===== config.mk =====
export PLATFORM = sky130hd
export DESIGN_NAME = datapath_fifo_arbiter
export DESIGN_NICKNAME = d
export VERILOG_FILES = /design/src/rtl/datapath_pkg.sv /design/src/rtl/datapath_rd_sequencer.sv /design/src/rtl/datapath_fifo_arbiter.sv
export SDC_FILE = /design/constraint.sdc
export NUM_CORES = 1
export LEC_CHECK = 0
export ABC_AREA = 1
export BUFFER_PORTS_ARGS = -buffer_cell sky130_fd_sc_hd__buf_4
export CAP_MARGIN = 40
export CORE_AREA = 2 2 176 178
export DETAILED_ROUTE_END_ITERATION = 10
export DIE_AREA = 0 0 178 180
export SETUP_SLACK_MARGIN = 0.15
export SLEW_MARGIN = 30
export SYNTH_ARGS = -nofsm -noshare
export SYNTH_HDL_FRONTEND = slang
export SYNTH_SLANG_ARGS = --single-unit

===== constraint.sdc =====
create_clock -name clk -period 2.1 [get_ports clk]
set_input_delay 0.42 -clock clk [delete_from_list [all_inputs] [get_ports clk]]
set_output_delay 0.42 -clock clk [all_outputs]
set_load 0.01 [all_outputs]

===== src/rtl/datapath_pkg.sv =====
// Shared types for the datapath FIFO arbiter: FSM encodings and default beat width.
package datapath_pkg;

  localparam int unsigned DEFAULT_DATA_WIDTH = 128;

  typedef enum logic [1:0] {WIdle, WBeat0, WBeat1} w_state_t;
  typedef enum logic [1:0] {RIdle, RDrain, RFlush} r_state_t;

endpackage


===== src/rtl/datapath_rd_sequencer.sv =====
// Read-side sequencer: raises the FIFO read request on threshold or flush and
// counts the words actually read.
module datapath_rd_sequencer
  import datapath_pkg::*;
#(
  parameter int unsigned CNT_WIDTH = 16
) (
  input  logic                 clk,
  input  logic                 rst,
  input  logic                 enable,
  input  logic                 flush_req,
  input  logic                 fifo_empty,
  input  logic                 fifo_threshold,
  input  logic                 fifo_rd_pulse,
  input  logic                 clr,
  output logic                 fifo_rd,
  output logic                 flush_done,
  output logic [CNT_WIDTH-1:0] words_read
);

  r_state_t             r_state_q, r_state_d;
  logic                 flush_pend_q, flush_pend_d;
  logic                 pend_clr;
  logic [CNT_WIDTH-1:0] words_q;

  always_comb begin
    r_state_d  = r_state_q;
    pend_clr   = 1'b0;
    flush_done = 1'b0;
    unique case (r_state_q)
      RIdle: begin
        if (flush_pend_q && fifo_empty) begin
          flush_done = 1'b1;
          pend_clr   = 1'b1;
        end else if (enable && flush_pend_q) begin
          r_state_d = RFlush;
        end else if (enable && fifo_threshold) begin
          r_state_d = RDrain;
        end
      end
      RDrain: begin
        if (!enable || fifo_empty) r_state_d = RIdle;
        else if (flush_pend_q)     r_state_d = RFlush;
      end
      RFlush: begin
        // A flush interrupted by !enable stays pending and resumes later.
        if (fifo_empty) begin
          r_state_d  = RIdle;
          flush_done = 1'b1;
          pend_clr   = 1'b1;
        end else if (!enable) begin
          r_state_d = RIdle;
        end
      end
      default: r_state_d = RIdle;
    endcase
    flush_pend_d = flush_req ? 1'b1 : (pend_clr ? 1'b0 : flush_pend_q);
  end

  always_ff @(posedge clk or posedge rst) begin
    if (rst) begin
      r_state_q    <= RIdle;
      flush_pend_q <= 1'b0;
      words_q      <= '0;
    end else begin
      r_state_q    <= r_state_d;
      flush_pend_q <= flush_pend_d;
      if (clr)                words_q <= '0;
      else if (fifo_rd_pulse) words_q <= words_q + 1'b1;
    end
  end

  assign fifo_rd    = (r_state_q != RIdle);
  assign words_read = words_q;

endmodule


===== src/rtl/datapath_fifo_arbiter.sv =====
// Two-source pair arbiter for the datapath FIFO write port plus read-side sequencing.
// Pairs are atomic so the FIFO's beat toggle never sees interleaved sources.
module datapath_fifo_arbiter
  import datapath_pkg::*;
#(
  parameter int unsigned DATA_WIDTH = DEFAULT_DATA_WIDTH,
  parameter int unsigned STALL_MAX  = 64,
  parameter int unsigned CNT_WIDTH  = 16
) (
  input  logic                  clk,
  input  logic                  rst,
  input  logic                  src0_valid,
  input  logic [DATA_WIDTH-1:0] src0_data,
  output logic                  src0_ready,
  input  logic                  src1_valid,
  input  logic [DATA_WIDTH-1:0] src1_data,
  output logic                  src1_ready,
  output logic                  fifo_wr,
  output logic [DATA_WIDTH-1:0] fifo_data,
  input  logic                  fifo_full,
  input  logic                  fifo_empty,
  input  logic                  fifo_threshold,
  input  logic                  fifo_rd_pulse,
  output logic                  fifo_rd,
  input  logic                  enable,
  input  logic                  flush_req,
  output logic                  flush_done,
  input  logic                  clr,
  output logic [CNT_WIDTH-1:0]  pairs0,
  output logic [CNT_WIDTH-1:0]  pairs1,
  output logic [CNT_WIDTH-1:0]  words_read,
  output logic                  stall_err
);

  localparam int unsigned StallW = $clog2(STALL_MAX + 1);

  w_state_t             w_state_q, w_state_d;
  logic                 gnt_q, gnt_d;
  logic                 last_q, last_d;
  logic [StallW-1:0]    stall_cnt_q, stall_cnt_d;
  logic                 stall_err_q;
  logic [CNT_WIDTH-1:0] pairs0_q, pairs1_q;
  logic                 in_pair, gnt_valid, xfer, pair_done, stall, stall_set;

  always_comb begin
    w_state_d  = w_state_q;
    gnt_d      = gnt_q;
    last_d     = last_q;
    in_pair    = (w_state_q != WIdle);
    gnt_valid  = gnt_q ? src1_valid : src0_valid;
    xfer       = in_pair && gnt_valid;
    pair_done  = xfer && (w_state_q == WBeat1);
    stall      = in_pair && !gnt_valid;
    src0_ready = in_pair && !gnt_q;
    src1_ready = in_pair && gnt_q;
    fifo_wr    = xfer;
    fifo_data  = '0;
    if (xfer) fifo_data = gnt_q ? src1_data : src0_data;

    unique case (w_state_q)
      WIdle: begin
        if (!fifo_full && (src0_valid || src1_valid)) begin
          gnt_d     = (src0_valid && src1_valid) ? !last_q : src1_valid;
          w_state_d = WBeat0;
        end
      end
      WBeat0: if (xfer) w_state_d = WBeat1;
      WBeat1: begin
        if (xfer) begin
          w_state_d = WIdle;
          last_d    = gnt_q;
        end
      end
      default: w_state_d = WIdle;
    endcase

    // Counter saturates so the sticky flag cannot be re-armed by wrap-around.
    stall_cnt_d = stall_cnt_q;
    if (!in_pair || xfer)                               stall_cnt_d = '0;
    else if (stall_cnt_q != StallW'(STALL_MAX))         stall_cnt_d = stall_cnt_q + 1'b1;
    stall_set = stall && (stall_cnt_q == StallW'(STALL_MAX - 1));
  end

  always_ff @(posedge clk or posedge rst) begin
    if (rst) begin
      w_state_q   <= WIdle;
      gnt_q       <= 1'b0;
      last_q      <= 1'b1;
      stall_cnt_q <= '0;
      stall_err_q <= 1'b0;
      pairs0_q    <= '0;
      pairs1_q    <= '0;
    end else begin
      w_state_q   <= w_state_d;
      gnt_q       <= gnt_d;
      last_q      <= last_d;
      stall_cnt_q <= stall_cnt_d;
      if (clr)            stall_err_q <= 1'b0;
      else if (stall_set) stall_err_q <= 1'b1;
      if (clr)                      pairs0_q <= '0;
      else if (pair_done && !gnt_q) pairs0_q <= pairs0_q + 1'b1;
      if (clr)                      pairs1_q <= '0;
      else if (pair_done && gnt_q)  pairs1_q <= pairs1_q + 1'b1;
    end
  end

  assign pairs0    = pairs0_q;
  assign pairs1    = pairs1_q;
  assign stall_err = stall_err_q;

  datapath_rd_sequencer #(
    .CNT_WIDTH (CNT_WIDTH)
  ) u_rd_seq (
    .clk            (clk),
    .rst            (rst),
    .enable         (enable),
    .flush_req      (flush_req),
    .fifo_empty     (fifo_empty),
    .fifo_threshold (fifo_threshold),
    .fifo_rd_pulse  (fifo_rd_pulse),
    .clr            (clr),
    .fifo_rd        (fifo_rd),
    .flush_done     (flush_done),
    .words_read     (words_read)
  );

endmodule


==> out/results.tsv, run 1 <==
metric	value	unit
critical_path.max_stage_delay	0.52	ns
r2r_cells	8	
synth_top_area_cell	dfrtp_1	
startpoint	gnt_q	
portBuffers	448	
drt_iter0_drc	385	
period_share	1.03	
rsz0062_at_grt	true	
rows	64	
path_depth	8	
synth-compound-area-share	0.246	
finalSetupViolCount	107	
worstSetupPathType	register to output port	
synth_xor_area_frac	0	
leakage	5.42	nW
ff_latch_area	1580	sq um
synth_mux_area_frac	0	
numCtsBuffers	9	
avgRoutedWirePerCell	19.4	um
grt_first_pass_wirelength	49.2	mm
synth_top_cell_area_share	0.270	
timing.rr.start	gnt_q	
synthTopCellsByArea	dfrtp_1, nand2_1, a21oi_2, nor2_1, a21oi_1	
grt_max_degree	55	
crit_required	1.68	ns
yosysUniqueCellTypes	31	
p_per_area	1010	nW/um^2
maxCapViolCount	0	
boundaryPins	449	
final_cell_count_no_fill	1796	
critPathTopFamily	buffers and inverters	
synth_nets	1180	
multi_input_area	3920	sq um
place_inst	1728	
grt_usage	0.204	
cts_max_path_buffers	2	
start_util	0.190	
totalWireLength	34.8	mm
reg2reg_to	pairs0[7]	
status	complete, but fails checks	
fin_nets	1654	
avgSynthCellArea	6.33	sq um
dr.pass1.iters	5	
gp_congestion	0.977	
worstPathCellList	inv_8 > nand2_8 > nand2_8 > nand2_8 > buf_12 > buf_12 > a21oi_4 > buf_4	
worstSetupStartpointType	register	
worst_slew_pin_slew	0.396	ns
synthAdderAreaFrac	0.0109	
hold_buffers	0	
via_per_inst	4.53	
clkTransAtPathRegs	0.06	ns
cp_max_fo	7	
crit_path_end	fifo_data[86]	
grt_overflow	0	
hp-class	input port to asynchronous set/reset pin	
antenna_found_initial	16	
violations	negative setup slack	
h-tree-depth	3	
total_power	0.0113	W
synth_top_family_by_area	simple AND/OR/NAND/NOR gates	
drive_gt1_frac	0.492	
reg2reg_setup_slack	0.32	ns
ir_drop	0.000390	V
drc	0	
finalClockSkew	0.00733	ns
syn-cell-area	5750	sq um
hold_violations	0	
ys_ff_latch	63	
slew_violations	0	
crit_top_cell	nand2_8	
slowest_stage	dfrtp_4	
cp_num_buf_inv	4	
synth-seq-area-share	0.275	
antenna_left	0	
end_kind	output port	
clk_latency	0.33	ns
post-route-util	0.369	
max_freq	461	MHz
worstPathArrival	1.75	ns
fin_setup_tns	-3.86	ns
maxSlewHeadroom	0.735	
clock-sinks	63	
num_vias	8144	
final.fill_count	3173	
grt_pass1_vias	8106	
cts_tree	yes	
chipHeight	180	um
synthCells	908	
place.detailed.hpwl	26.0	mm
core_area	30200	sq um
clock-root-buffer	clkbuf_16	
dieArea	32000	sq um
ys_warn_count	0	
layout_setup_ws	-0.0680	ns
area_delta_synth_final	93.7	%
synth-simple-area-share	0.371	
die_w	178	um
fin_crit	2.17	ns
[sequential cells by signal (all words and copies together) (netlist names)]
signal                 cells
w_state_q                  2
gnt_q                      1
stall_err                  1
u_rd_seq.flush_pend_q      1
u_rd_seq.r_state_q         2
last_q                     1
u_rd_seq.words_read       16
pairs0                    16
pairs1                    16
stall_cnt_q                7
[cell usage in the layout (no fill, tap or decap), types with 5 or more instances in the layout]
cell type  instances
a21oi_2           96
buf_12            15
nand4_1           15
buf_4            446
inv_1             61
nor2_2             9
nand2_2           15
dfrtp_1           61
ha_1               5
buf_16            14
nand3_1           34
nand2_1          345
diode_2           13
o21bai_1           5
o21ai_0           27
clkbuf_16         15
buf_6             29
nor2_1            83
nor3_1             6
a21oi_4           16
a21oi_1           50
nand2_4           10
[cell usage after synthesis]
cell type / number
nand3_1: 34
nor2_1: 85
nand2_4: 1
buf_4: 2
inv_4: 1
nor2_4: 3
buf_1: 1
ha_1: 5
o21bai_1: 5
a31oi_1: 3
inv_1: 62
a22o_1: 2
and3_1: 1
and2_1: 1
o211ai_1: 1
buf_2: 16
nand2_1: 367
nor3_1: 6
nand4_1: 15
nand2_2: 4
o22ai_1: 1
dfrtp_1: 62
a21oi_2: 100
or2_2: 2
clkbuf_1: 15
buf_6: 15
a21oi_1: 62
o21ai_0: 27
o21ai_1: 1
nor2_2: 7
dfstp_2: 1
[worst min-delay path by stage]
| stage | startpoint | endpoint | slack, ns | depth (start not counted) |
|---|---|---|---|---|
| floorplan | last_q | last_q | 0.46 | 2 |
| global placement | rst | u_rd_seq.r_state_q[0] | 0.37 | 2 |
| detailed placement | rst | u_rd_seq.r_state_q[0] | 0.37 | 2 |
| CTS | rst | pairs0[8] | 0.009 | 2 |
| global route | rst | pairs0[8] | 0.02 | 2 |
| finish | rst | pairs0[8] | 0.01 | 2 |
[what timing repair did]
action | CTS | global route
hold endpoints to repair | 0 | 0
gates cloned | 14 | 6
resized for setup | 64 | 48
pin swaps | 4 | 7
endpoints found under the setup margin | 130 | 131
setup buffers | 14 | 5
[area by class of cell]
cell class,count,share of cell area
Clock buffer,12,0.0212
Multi-Input combinational cell,734,0.353
Timing Repair Buffer,511,0.408
Tap cell,396,0.0445
Sequential cell,63,0.142
Antenna cell,13,0.00292
Inverter,63,0.0223
Clock inverter,4,0.00629
[metrics by stage]
step                area [sq um]  hold slack [ns]  setup WS, ns
finish                     11100           0.0125       -0.0680
global placement            9600            0.372         0.105
detailed placement          9600            0.369        0.0716
global route               11100           0.0236        -0.133
CTS                        10700          0.00871       -0.0986
floorplan                   5750            0.456         0.460
[power breakdown]
| part | internal, W | switching, W |
|---|---|---|
| Sequential | 0.00132 | 0.0000987 |
| Clock | 0.00104 | 0.000545 |
| Combinational | 0.00392 | 0.00438 |
| Total | 0.00627 | 0.00502 |
[worst register-to-register path: cells and delay by family (launching register included)]
kind | cells | cell delay (ns)
and+or+nand+nor | 4 | 0.66
DFF | 1 | 0.52
AOI/OAI and AO/OA | 1 | 0.13
buffers and inverters | 3 | 0.36
[layer usage]
layer  wire, um  share of wire  global-route usage
met5         31        0.00089                   0
met4       1510          0.043              0.0993
met3       3450          0.099              0.0738
met2      16400           0.47               0.332
met1      13400           0.39               0.236
[kinds of logic after synthesis]
kind of cell | after synthesis
adders and majority gates | 5
DFF | 63
and+or+nand+nor | 526
buffers and inverters | 112
AOI/OAI and AO/OA | 202
No activity file was read; power rests on OpenSTA's default activity.
==> run 2, diff against run 1 <==
- BUFFER_PORTS_ARGS: -buffer_cell sky130_fd_sc_hd__buf_4 -> -buffer_cell sky130_fd_sc_hd__buf_2
==> run 2 against run 1 <==
Net effect:
- the flow still finishes with violations (negative setup slack)
- critical path depth fell by 1
- core utilization fell by 3.8 points
- register-to-register slack improved by 0.03 ns
- largest power group unchanged
- largest cell class is now multi-input combinational cells
- global-route usage shrank 0.42 points
==> out/results.tsv, run 2 (synthesized netlist as in run 1, its figures left out) <==
metric	value	unit	change
hold_buffers	0		unchanged
p_int	0.00541	W	-14%
clock-sinks	63		unchanged
slew_violations	0		unchanged
area_delta_synth_final	73.8	%	
drc	0		unchanged
worstPathArrival	1.77	ns	+0.02 ns
core_area	30200	sq um	unchanged
cp_num_buf_inv	3		-1
power_frac_clock	0.143		+0.003
final.fill_count	3294		+3.8%
violations	negative setup slack		
place_ws	0.0105	ns	-0.0611 ns
totalWireLength	34.1	mm	-2.1%
ir_drop	0.000472	V	+21%
layout_setup_ws	-0.0942	ns	-0.0263 ns
crit_required	1.68	ns	about the same
worst_slew_pin_slew	0.495	ns	+0.0991 ns
maxCapViolCount	0		unchanged
crit_top_cell	nand2_8		
avgRoutedWirePerCell	19.0	um	-1.9%
clk_latency	0.34	ns	about the same
r2r_cells	7		-1
period_share	1.04		+0.0125
seqPwrFrac	0.136		+0.011
critPathTopFamily	flip-flops		
place.detailed.hpwl	25.6	mm	-1.2%
critical_path.max_stage_delay	0.52	ns	about the same
gp_congestion	0.980		+0.34%
reg2reg_to	pairs0[10]		
clkTransAtPathRegs	0.06	ns	about the same
chipHeight	180	um	unchanged
status	complete, but fails checks		
rsz0062_at_grt	true		
total_power	0.0105	W	-7.2%
antenna_found_initial	27		+11
maxSlewHeadroom	0.669		-0.0658
h-tree-depth	3		unchanged
end_kind	output port		
timing.rr.start	gnt_q		
cts_max_path_buffers	2		unchanged
mostFrequentLayoutCells	buf_2, nand2_1, a21oi_2		
pwr-share-comb	0.722		-0.013
worstSetupStartpointType	register		
finalSetupViolCount	124		+16%
p_per_area	1050	nW/um^2	+3.4%
grt_usage	0.200		-0.00421
drive_gt1_frac	0.481		-0.0110
cts_tree	yes		
leakage	5.02	nW	-7.3%
boundaryPins	449		unchanged
cp_max_fo	11		+4
die_w	178	um	unchanged
numCtsBuffers	9		unchanged
grt_max_degree	47		-15%
final_common_cell	buf_2		
worstSetupPathType	register to output port		
grt_overflow	0		unchanged
antenna_left	0		unchanged
grt_pass1_vias	8033		-0.90%
fin_nets	1640		-0.85%
start_util	0.190		unchanged
hold_violations	0		unchanged
num_vias	8209		+0.80%
via_per_inst	4.58		+1.0%
slowest_stage	dfrtp_4		
grt_first_pass_wirelength	47.9	mm	-2.7%
switching_share	0.484		+0.0390
drt_iter0_drc	393		+2.1%
hp-class	input port to asynchronous set/reset pin		
finalClockSkew	0.00553	ns	-0.00180 ns
p_sw	0.00506	W	+0.89%
reg2reg_setup_slack	0.35	ns	+0.03 ns
dr.pass1.iters	5		unchanged
max_freq	456	MHz	-1.2%
rows	64		unchanged
clock-root-buffer	clkbuf_16		
fin_crit	2.19	ns	+0.0263 ns
worstPathCellList	inv_8 > nand2_8 > nand2_8 > nand2_8 > buf_12 > a21oi_1 > buf_2		
dieArea	32000	sq um	unchanged
portBuffers	448		unchanged
[run 2: what timing repair did]
| item | in CTS | in global routing |
|---|---|---|
| pin swaps | 4 | 5 |
| resized for setup | 84 | 56 |
| hold endpoints to repair | 0 | 0 |
| cloned | 12 | 4 |
| endpoints found under the setup margin | 129 | 131 |
| setup buffers | 10 | 2 |
[run 2: worst max-delay path by stage]
stage	from	end	slack, ns	cells after the start
floorplan	gnt_q	fifo_data[118]	0.46	8
global placement	gnt_q	fifo_data[41]	0.01	6
detailed placement	gnt_q	fifo_data[41]	0.01	6
CTS	gnt_q	fifo_data[14]	-0.13	7
global route	gnt_q	fifo_data[14]	-0.16	7
finish	gnt_q	fifo_data[14]	-0.09	7
[run 2: per-layer routing]
layer / vias to the layer above / track usage / share of wire
li1: 3894 / - / -
met1: 3879 / 0.244 / 0.41
met2: 358 / 0.328 / 0.47
met3: 72 / 0.0505 / 0.076
met4: 6 / 0.0892 / 0.039
met5: - / 0 / 0.0010
[run 2: per-stage QoR]
step / area, sq um / cells / hold slack, ns / TNS, ns / util
final: 9990 / 1792 / 0.108 / -4.46 / 0.331
after global routing: 9980 / 1790 / 0.131 / -12.73 / 0.331
after CTS: 9500 / 1763 / 0.125 / -6.93 / 0.315
after detailed placement: 8430 / 1725 / 0.480 / 0 / 0.279
after global placement: 8430 / 1725 / 0.481 / 0 / 0.279
after floorplan: 5750 / 908 / 0.456 / 0 / -
[run 2: power by group through the flow]
stage	Sequential, W	Combinational, W	Clock [W]
6_report	0.00142	0.00756	0.00149
5_1_grt	0.00143	0.00809	0.00159
4_1_cts	0.00141	0.00690	0.00153
3_5_place_dp	0.00143	0.00525	0
3_3_place_gp	0.00142	0.00520	0
2_1_floorplan	0.00140	0.00332	0
[run 2: area by class of cell]
type / instances / area, sq um / share of cell area
inverters: 63 / 251 / 0.0252
flip-flops and latches: 63 / 1580 / 0.158
clock inverters: 4 / 45.0 / 0.00451
diodes: 23 / 57.6 / 0.00576
multi-input cells: 736 / 4030 / 0.404
repair buffers: 495 / 3280 / 0.328
well taps: 396 / 495 / 0.0496
clock buffers: 12 / 246 / 0.0247
